### src/rtl/cpu_pkg.sv
// rtl/cpu_pkg.sv - shared control-op encodings and sequencer FSM states
// Purpose: common typedefs imported by the pc sequencer slice.
// Contents: ctrl_op_e (decode control-op encodings), state_e (sequencer FSM states).
package cpu_pkg;

  typedef enum logic [2:0] {
    OP_SEQ  = 3'b000,
    OP_J    = 3'b001,
    OP_JR   = 3'b010,
    OP_BR   = 3'b011,
    OP_HALT = 3'b100
  } ctrl_op_e;

  typedef enum logic [1:0] {
    ST_BOOT   = 2'd0,
    ST_RUN    = 2'd1,
    ST_STALL  = 2'd2,
    ST_HALTED = 2'd3
  } state_e;

endpackage

### src/rtl/pc_sequencer_if.sv
// rtl/pc_sequencer_if.sv - decode/fetch side bundle of the pc sequencer
// Purpose: groups the sequencer's control inputs and fetch outputs.
// Ports (slave view, i.e. the sequencer):
//   in : instr_valid, ctrl_op[2:0], branch_cond, imm_j[25:0], imm_b[15:0],
//        reg_target[31:0], stall, resume
//   out: pc[31:0], pc_valid, flush, halted, redirect_cnt[CNT_W-1:0]
interface pc_sequencer_if #(
  parameter int CNT_W = 16
);
  logic             instr_valid;
  logic [2:0]       ctrl_op;
  logic             branch_cond;
  logic [25:0]      imm_j;
  logic [15:0]      imm_b;
  logic [31:0]      reg_target;
  logic             stall;
  logic             resume;
  logic [31:0]      pc;
  logic             pc_valid;
  logic             flush;
  logic             halted;
  logic [CNT_W-1:0] redirect_cnt;

  modport master (
    output instr_valid, ctrl_op, branch_cond, imm_j, imm_b, reg_target, stall, resume,
    input  pc, pc_valid, flush, halted, redirect_cnt
  );

  modport slave (
    input  instr_valid, ctrl_op, branch_cond, imm_j, imm_b, reg_target, stall, resume,
    output pc, pc_valid, flush, halted, redirect_cnt
  );
endinterface

### src/rtl/pc_sequencer_target_calc.sv
// rtl/pc_sequencer_target_calc.sv - combinational next-pc and redirect decode
// Purpose: computes the candidate next pc for the current ctrl_op.
// Ports:
//   in : pc[31:0], ctrl_op[2:0], branch_cond, imm_j[25:0], imm_b[15:0], reg_target[31:0]
//   out: next_pc[31:0], is_redirect (J, JR, or taken BR)
module pc_target_calc
  import cpu_pkg::*;
(
  input  logic [31:0] pc,
  input  logic [2:0]  ctrl_op,
  input  logic        branch_cond,
  input  logic [25:0] imm_j,
  input  logic [15:0] imm_b,
  input  logic [31:0] reg_target,
  output logic [31:0] next_pc,
  output logic        is_redirect
);
  logic [31:0] pc_plus1;
  logic [31:0] sext_j;
  logic [31:0] sext_b;

  // Offsets are relative to pc+1; all sums wrap modulo 2^32.
  assign pc_plus1 = pc + 32'd1;
  assign sext_j   = {{6{imm_j[25]}}, imm_j};
  assign sext_b   = {{16{imm_b[15]}}, imm_b};

  always_comb begin
    next_pc     = pc_plus1;
    is_redirect = 1'b0;
    case (ctrl_op)
      OP_J: begin
        next_pc     = pc_plus1 + sext_j;
        is_redirect = 1'b1;
      end
      OP_JR: begin
        next_pc     = reg_target;
        is_redirect = 1'b1;
      end
      OP_BR: begin
        if (branch_cond) begin
          next_pc     = pc_plus1 + sext_b;
          is_redirect = 1'b1;
        end
      end
      // SEQ, HALT and unused encodings all advance sequentially.
      default: begin
        next_pc     = pc_plus1;
        is_redirect = 1'b0;
      end
    endcase
  end
endmodule

### src/rtl/pc_sequencer.sv
// rtl/pc_sequencer.sv - program counter owner and next-pc sequencer
// Purpose: holds pc, runs the BOOT/RUN/STALL/HALTED FSM, emits a one-cycle
//          flush after every redirect and counts redirects (saturating).
// Ports:
//   clock : system clock, rising edge
//   reset : asynchronous active-high reset
//   bus   : pc_sequencer_if.slave (decode controls in, fetch pc/status out)
module pc_sequencer
  import cpu_pkg::*;
#(
  parameter logic [31:0] RESET_PC = 32'h0000_0000,
  parameter int          CNT_W    = 16
) (
  input  logic                 clock,
  input  logic                 reset,
  pc_sequencer_if.slave        bus
);
  localparam logic [CNT_W-1:0] CNT_ONE = {{(CNT_W-1){1'b0}}, 1'b1};
  localparam logic [CNT_W-1:0] CNT_MAX = {CNT_W{1'b1}};

  state_e           state_q;
  state_e           state_d;
  logic [31:0]      pc_q;
  logic             flush_q;
  logic [CNT_W-1:0] cnt_q;
  logic [31:0]      next_pc;
  logic             is_redirect;
  logic             advance;

  pc_target_calc u_calc (
    .pc          (pc_q),
    .ctrl_op     (bus.ctrl_op),
    .branch_cond (bus.branch_cond),
    .imm_j       (bus.imm_j),
    .imm_b       (bus.imm_b),
    .reg_target  (bus.reg_target),
    .next_pc     (next_pc),
    .is_redirect (is_redirect)
  );

  // An instruction is only consumed in RUN with no stall; the edge leaving
  // STALL deliberately evaluates nothing.
  assign advance = (state_q == ST_RUN) && !bus.stall && bus.instr_valid;

  always_ff @(posedge clock or posedge reset) begin
    if (reset) state_q <= ST_BOOT;
    else       state_q <= state_d;
  end

  always_comb begin
    state_d = state_q;
    case (state_q)
      ST_BOOT:   state_d = ST_RUN;
      ST_RUN: begin
        if (bus.stall)
          state_d = ST_STALL;
        else if (bus.instr_valid && (bus.ctrl_op == OP_HALT))
          state_d = ST_HALTED;
      end
      ST_STALL:  if (!bus.stall) state_d = ST_RUN;
      ST_HALTED: if (bus.resume) state_d = ST_RUN;
      default:   state_d = ST_BOOT;
    endcase
  end

  always_comb begin
    bus.pc_valid = (state_q == ST_RUN) || (state_q == ST_STALL);
    bus.halted   = (state_q == ST_HALTED);
  end

  always_ff @(posedge clock or posedge reset) begin
    if (reset) begin
      pc_q    <= RESET_PC;
      flush_q <= 1'b0;
      cnt_q   <= '0;
    end else begin
      // flush is a pure one-cycle echo of the redirect edge, independent of
      // whatever stall does in the following cycle.
      flush_q <= advance && is_redirect;
      if (advance)
        pc_q <= next_pc;
      if (advance && is_redirect && (cnt_q != CNT_MAX))
        cnt_q <= cnt_q + CNT_ONE;
    end
  end

  assign bus.pc           = pc_q;
  assign bus.flush        = flush_q;
  assign bus.redirect_cnt = cnt_q;
endmodule

### src/flat_wrapper.sv
// flat-port wrapper written by rule: the top's interface ports become plain ports
module pc_sequencer_flat import cpu_pkg::*;
#(
  parameter logic [31:0] RESET_PC = 32'h0000_0000,
  parameter int          CNT_W    = 16
)
  (clock, reset, bus_instr_valid, bus_ctrl_op, bus_branch_cond, bus_imm_j, bus_imm_b, bus_reg_target, bus_stall, bus_resume, bus_pc, bus_pc_valid, bus_flush, bus_halted, bus_redirect_cnt);
  pc_sequencer_if #(.CNT_W(CNT_W)) bus_i ();
  input  logic clock;
  input  logic reset;
  input wire logic [$bits(bus_i.instr_valid)-1:0] bus_instr_valid;
  input wire logic [$bits(bus_i.ctrl_op)-1:0] bus_ctrl_op;
  input wire logic [$bits(bus_i.branch_cond)-1:0] bus_branch_cond;
  input wire logic [$bits(bus_i.imm_j)-1:0] bus_imm_j;
  input wire logic [$bits(bus_i.imm_b)-1:0] bus_imm_b;
  input wire logic [$bits(bus_i.reg_target)-1:0] bus_reg_target;
  input wire logic [$bits(bus_i.stall)-1:0] bus_stall;
  input wire logic [$bits(bus_i.resume)-1:0] bus_resume;
  output wire logic [$bits(bus_i.pc)-1:0] bus_pc;
  output wire logic [$bits(bus_i.pc_valid)-1:0] bus_pc_valid;
  output wire logic [$bits(bus_i.flush)-1:0] bus_flush;
  output wire logic [$bits(bus_i.halted)-1:0] bus_halted;
  output wire logic [$bits(bus_i.redirect_cnt)-1:0] bus_redirect_cnt;
  assign bus_i.instr_valid = bus_instr_valid;
  assign bus_i.ctrl_op = bus_ctrl_op;
  assign bus_i.branch_cond = bus_branch_cond;
  assign bus_i.imm_j = bus_imm_j;
  assign bus_i.imm_b = bus_imm_b;
  assign bus_i.reg_target = bus_reg_target;
  assign bus_i.stall = bus_stall;
  assign bus_i.resume = bus_resume;
  assign bus_pc = bus_i.pc;
  assign bus_pc_valid = bus_i.pc_valid;
  assign bus_flush = bus_i.flush;
  assign bus_halted = bus_i.halted;
  assign bus_redirect_cnt = bus_i.redirect_cnt;
  pc_sequencer #(.RESET_PC(RESET_PC), .CNT_W(CNT_W)) u_core (.clock(clock), .reset(reset), .bus(bus_i));
endmodule
### config.mk
export PLATFORM = sky130hd
export DESIGN_NAME = pc_sequencer_flat
export DESIGN_NICKNAME = d
export VERILOG_FILES = /design/src/rtl/cpu_pkg.sv /design/src/rtl/pc_sequencer_if.sv /design/src/rtl/pc_sequencer_target_calc.sv /design/src/rtl/pc_sequencer.sv /design/src/flat_wrapper.sv
export SDC_FILE = /design/constraint.sdc
export NUM_CORES = 1
export LEC_CHECK = 0
export ABC_AREA = 1
export CORE_ASPECT_RATIO = 0.6
export CORE_MARGIN = 2
export CORE_UTILIZATION = 54
export CTS_BUF_LIST = sky130_fd_sc_hd__clkbuf_4
export CTS_CLUSTER_SIZE = 16
export DETAILED_ROUTE_END_ITERATION = 7
export GPL_TIMING_DRIVEN = 0
export PLACE_DENSITY = 0.8
export SLEW_MARGIN = 5
export SYNTH_ARGS = -nofsm -noshare
export SYNTH_HDL_FRONTEND = slang
export SYNTH_SLANG_ARGS = --single-unit
export TNS_END_PERCENT = 10
### constraint.sdc
create_clock -name clock -period 7.45 [get_ports clock]
set_clock_uncertainty 0.15 [all_clocks]
set_input_delay 1.8625 -clock clock [delete_from_list [all_inputs] [get_ports clock]]
set_output_delay 1.8625 -clock clock [all_outputs]
set_load 0.005 [all_outputs]
==> out/metrics.cfg <==
[status]
outcome = completed

[drt]
drtIter0Drc = 1370
final_antenna_net_count = 0
via_per_inst = 5.64
wirelength_mm = 32.3
wl_per_cell_um = 17.3
drc = 0
dr_total_vias = 10523
dr.pass1.iters = 6

[worst_setup_path]
cp-end-kind = register
crit_family = simple AND/OR/NAND/NOR gates
reg2regPathDepth = 18
cp_num_buf_inv = 2
worst-r2r-setup-slack_ns = 2.93
cpPeakStageDelay_ns = 0.89
crit_slowest_cell = clkdlybuf4s50_1
worst-path-stages = 13
crit_arrival_ns = 4.78
crit_top_cell = nand2_1
crit_fanout = 22
worstPathCellList = clkdlybuf4s50_1 -> ha_1 -> nand2_1 -> nor2_1 -> inv_1 -> o21ai_0 -> nand2_1 -> nand4_1 -> nand3_1 -> nand2_1 -> nand3_1 -> nand2_1 -> nand2_1
critical_path_class = input pin to register
cp.required_ns = 7.61
worstSetupStartpointType = input pin

[clock_tree]
ctsHoldBuffers = 0
post_cts_buffers = 0
cts_buffer_depth = 2
postCtsResizedCells = 0
clock-root-buffer = clkbuf_4
clock_sinks = 51
cts.htree.levels = 2
clk_pin_slew_ns = 0.16
tritoncts = yes
clk_latency_ns = 0.41
cts_made_buffers = 5

[timing]
period_share_pct = 62.0
fin_crit_ns = 4.62
relSlewSlack_pct = 33.2
fin_tns_setup_ns = 0
setup_viol = 0
rsz0062_at_grt = false
max_freq_mhz = 216
worst_pin_slew_ns = 0.998
worst_hold_slack_ns = 0.364
slew_viol_final = 0
hold_viol_final = 0

[synth]
ys_ff_latch = 51
netlist.area_leader.share_pct = 24.0
synth_edf_count = 0
syn_area_um2 = 8350
yosys_warnings = 0
seq_area_frac_synth_pct = 15.3
syn-num-nets = 1677
synthCells = 1519
synth.area.top_cells = nand2_1, dfrtp_1, inv_1
synthFlopType = dfrtp_1
synth.avg_cell_area_um2 = 5.50
synth_top_area_cell = nand2_1
async_reset_ff_share_pct = 100
synth_cell_types = 39

[die]
core_area_um2 = 15200
ioPinCount = 134
dieArea_um2 = 16500
start_util_pct = 54.8
die_h_um = 100
die_width_um = 165
rows = 35

[power_and_ir_drop]
powerDensity_nw_per_um2 = 364
power_leakage_uw = 0.00547
vdd_ir_drop_max_uv = 314

[global_routing]
grtUsageMet1_pct = 59.5
globalRouteOverflowTotal = 0
grt_max_degree = 40
grt_pass1_wl_mm = 48.0
busiest_layer = met1
grt_pass1_vias = 8825
track_usage_pct = 38.7
use_met3_pct = 12.3
antenna_found_initial = 1
grt_util_met2_pct = 52.2

[worst_hold_path]
holdCritPathClass = register to register
holdPathStages = 1

[finish]
syn_to_final_growth_pct = 20.2
n_fill_cell = 1487
final_common_cell = nand2_1
fin_util_pct = 65.9
layout_common_cells = nand2_1, inv_1, clkdlybuf4s50_1
drive_above_1_share_pct = 2.35
stdcell_count = 1865
nets = 1818

[placement]
dp_hpwl_mm = 27.3
place_congestion = 0.993
placedCellCount = 1856
port_buffers = 133

[flow_run]
max_cap_violations = 0

## power by group
group	switching, uW	internal [uW]	total (uW)
combinational	1940	1030	2980
sequential	134	369	503
clock	101	70.8	171
total	2180	1470	3650
## layout make-up
type / instances / area, um^2 / share of cell area (%)
Timing Repair Buffer: 134 / 1350 / 13.5
Sequential cell: 51 / 1280 / 12.7
Tap cell: 203 / 254 / 2.53
Buffer: 16 / 62.6 / 0.623
Clock inverter: 3 / 43.8 / 0.436
Clock buffer: 5 / 37.5 / 0.374
Antenna cell: 1 / 2.50 / 0.0249
Multi-Input combinational cell: 1180 / 5990 / 59.7
Inverter: 272 / 1020 / 10.2
## path summary, 6_finish.rpt
check | from | end
max | bus_imm_b[15] | u_core.bus.pc[24]
min in group asynchronous | reset | u_core.state_q[1]
max in group asynchronous | reset | u_core.bus.redirect_cnt[0]
max reg2reg | u_core.bus.pc[0] | u_core.bus.pc[18]
min | u_core.bus.redirect_cnt[15] | u_core.bus.redirect_cnt[15]
min reg2reg | u_core.bus.redirect_cnt[15] | u_core.bus.redirect_cnt[15]
## cells in the mapped netlist, drive strengths merged (2+ instances only)
library cell,instances
clkbuf,14
nor2,136
nand4,17
buf,2
a21oi,101
nor3,26
xor2,25
inv,272
o21bai,11
o21a,4
or2,8
nor4,6
nand3,130
a21boi,8
nand2,536
dfrtp,51
o21ai,60
and2,4
fa,2
ha,73
a211oi,3
nand3b,14
xnor2,7
## flip-flops by register name, summed over array words and instances, names as in the netlist
signal / count
u_core.bus.pc: 32
u_core.bus.flush: 1
u_core.state_q: 2
u_core.bus.redirect_cnt: 16
## worst reg2reg max path, stage by stage (launching register included)
cell and delay [ns]:
dfrtp_1 0.47, ha_1 0.40, nand3_1 0.29, inv_1 0.20, nand2_1 0.18, nor2_1 0.19, xor2_1 0.20, inv_1 0.13
ha_1 0.36, nand2_1 0.16, nor2_1 0.45, and2_1 0.37, o21ai_0 0.31, nand3_1 0.16, nand2_1 0.06, nand3_1 0.11
nand3_1 0.13, nand2_1 0.08, inv_1 0.04
## through the flow
stage,cell area [um^2],worst slack [ns],total power [uW]
3_5_place_dp,9960,2.50,3350
2_1_floorplan,8350,3.86,2440
3_3_place_gp,9940,2.51,3300
6_report,10000,2.83,3650
5_1_grt,10000,2.53,3990
4_1_cts,10000,2.92,3540
## logic make-up after synthesis
group | after synthesis | share of synthesized area, %
DFF | 51 | 15.3
buffers and inverters | 288 | 13.0
adders and majority gates | 75 | 11.4
and+or+nand+nor | 877 | 44.1
AOI/OAI and AO/OA | 196 | 12.9
xor gates and xnor gates | 32 | 3.36
## routing by layer
| metal | wire (um) | vias up | part of all wire (%) |
|---|---|---|---|
| met5 | 80 | - | 0.25 |
| li1 | - | 5119 | - |
| met3 | 4920 | 52 | 15 |
| met2 | 12000 | 699 | 37 |
| met4 | 535 | 2 | 1.7 |
| met1 | 14800 | 4651 | 46 |
Note: power is estimated with default switching activity, not from simulation.
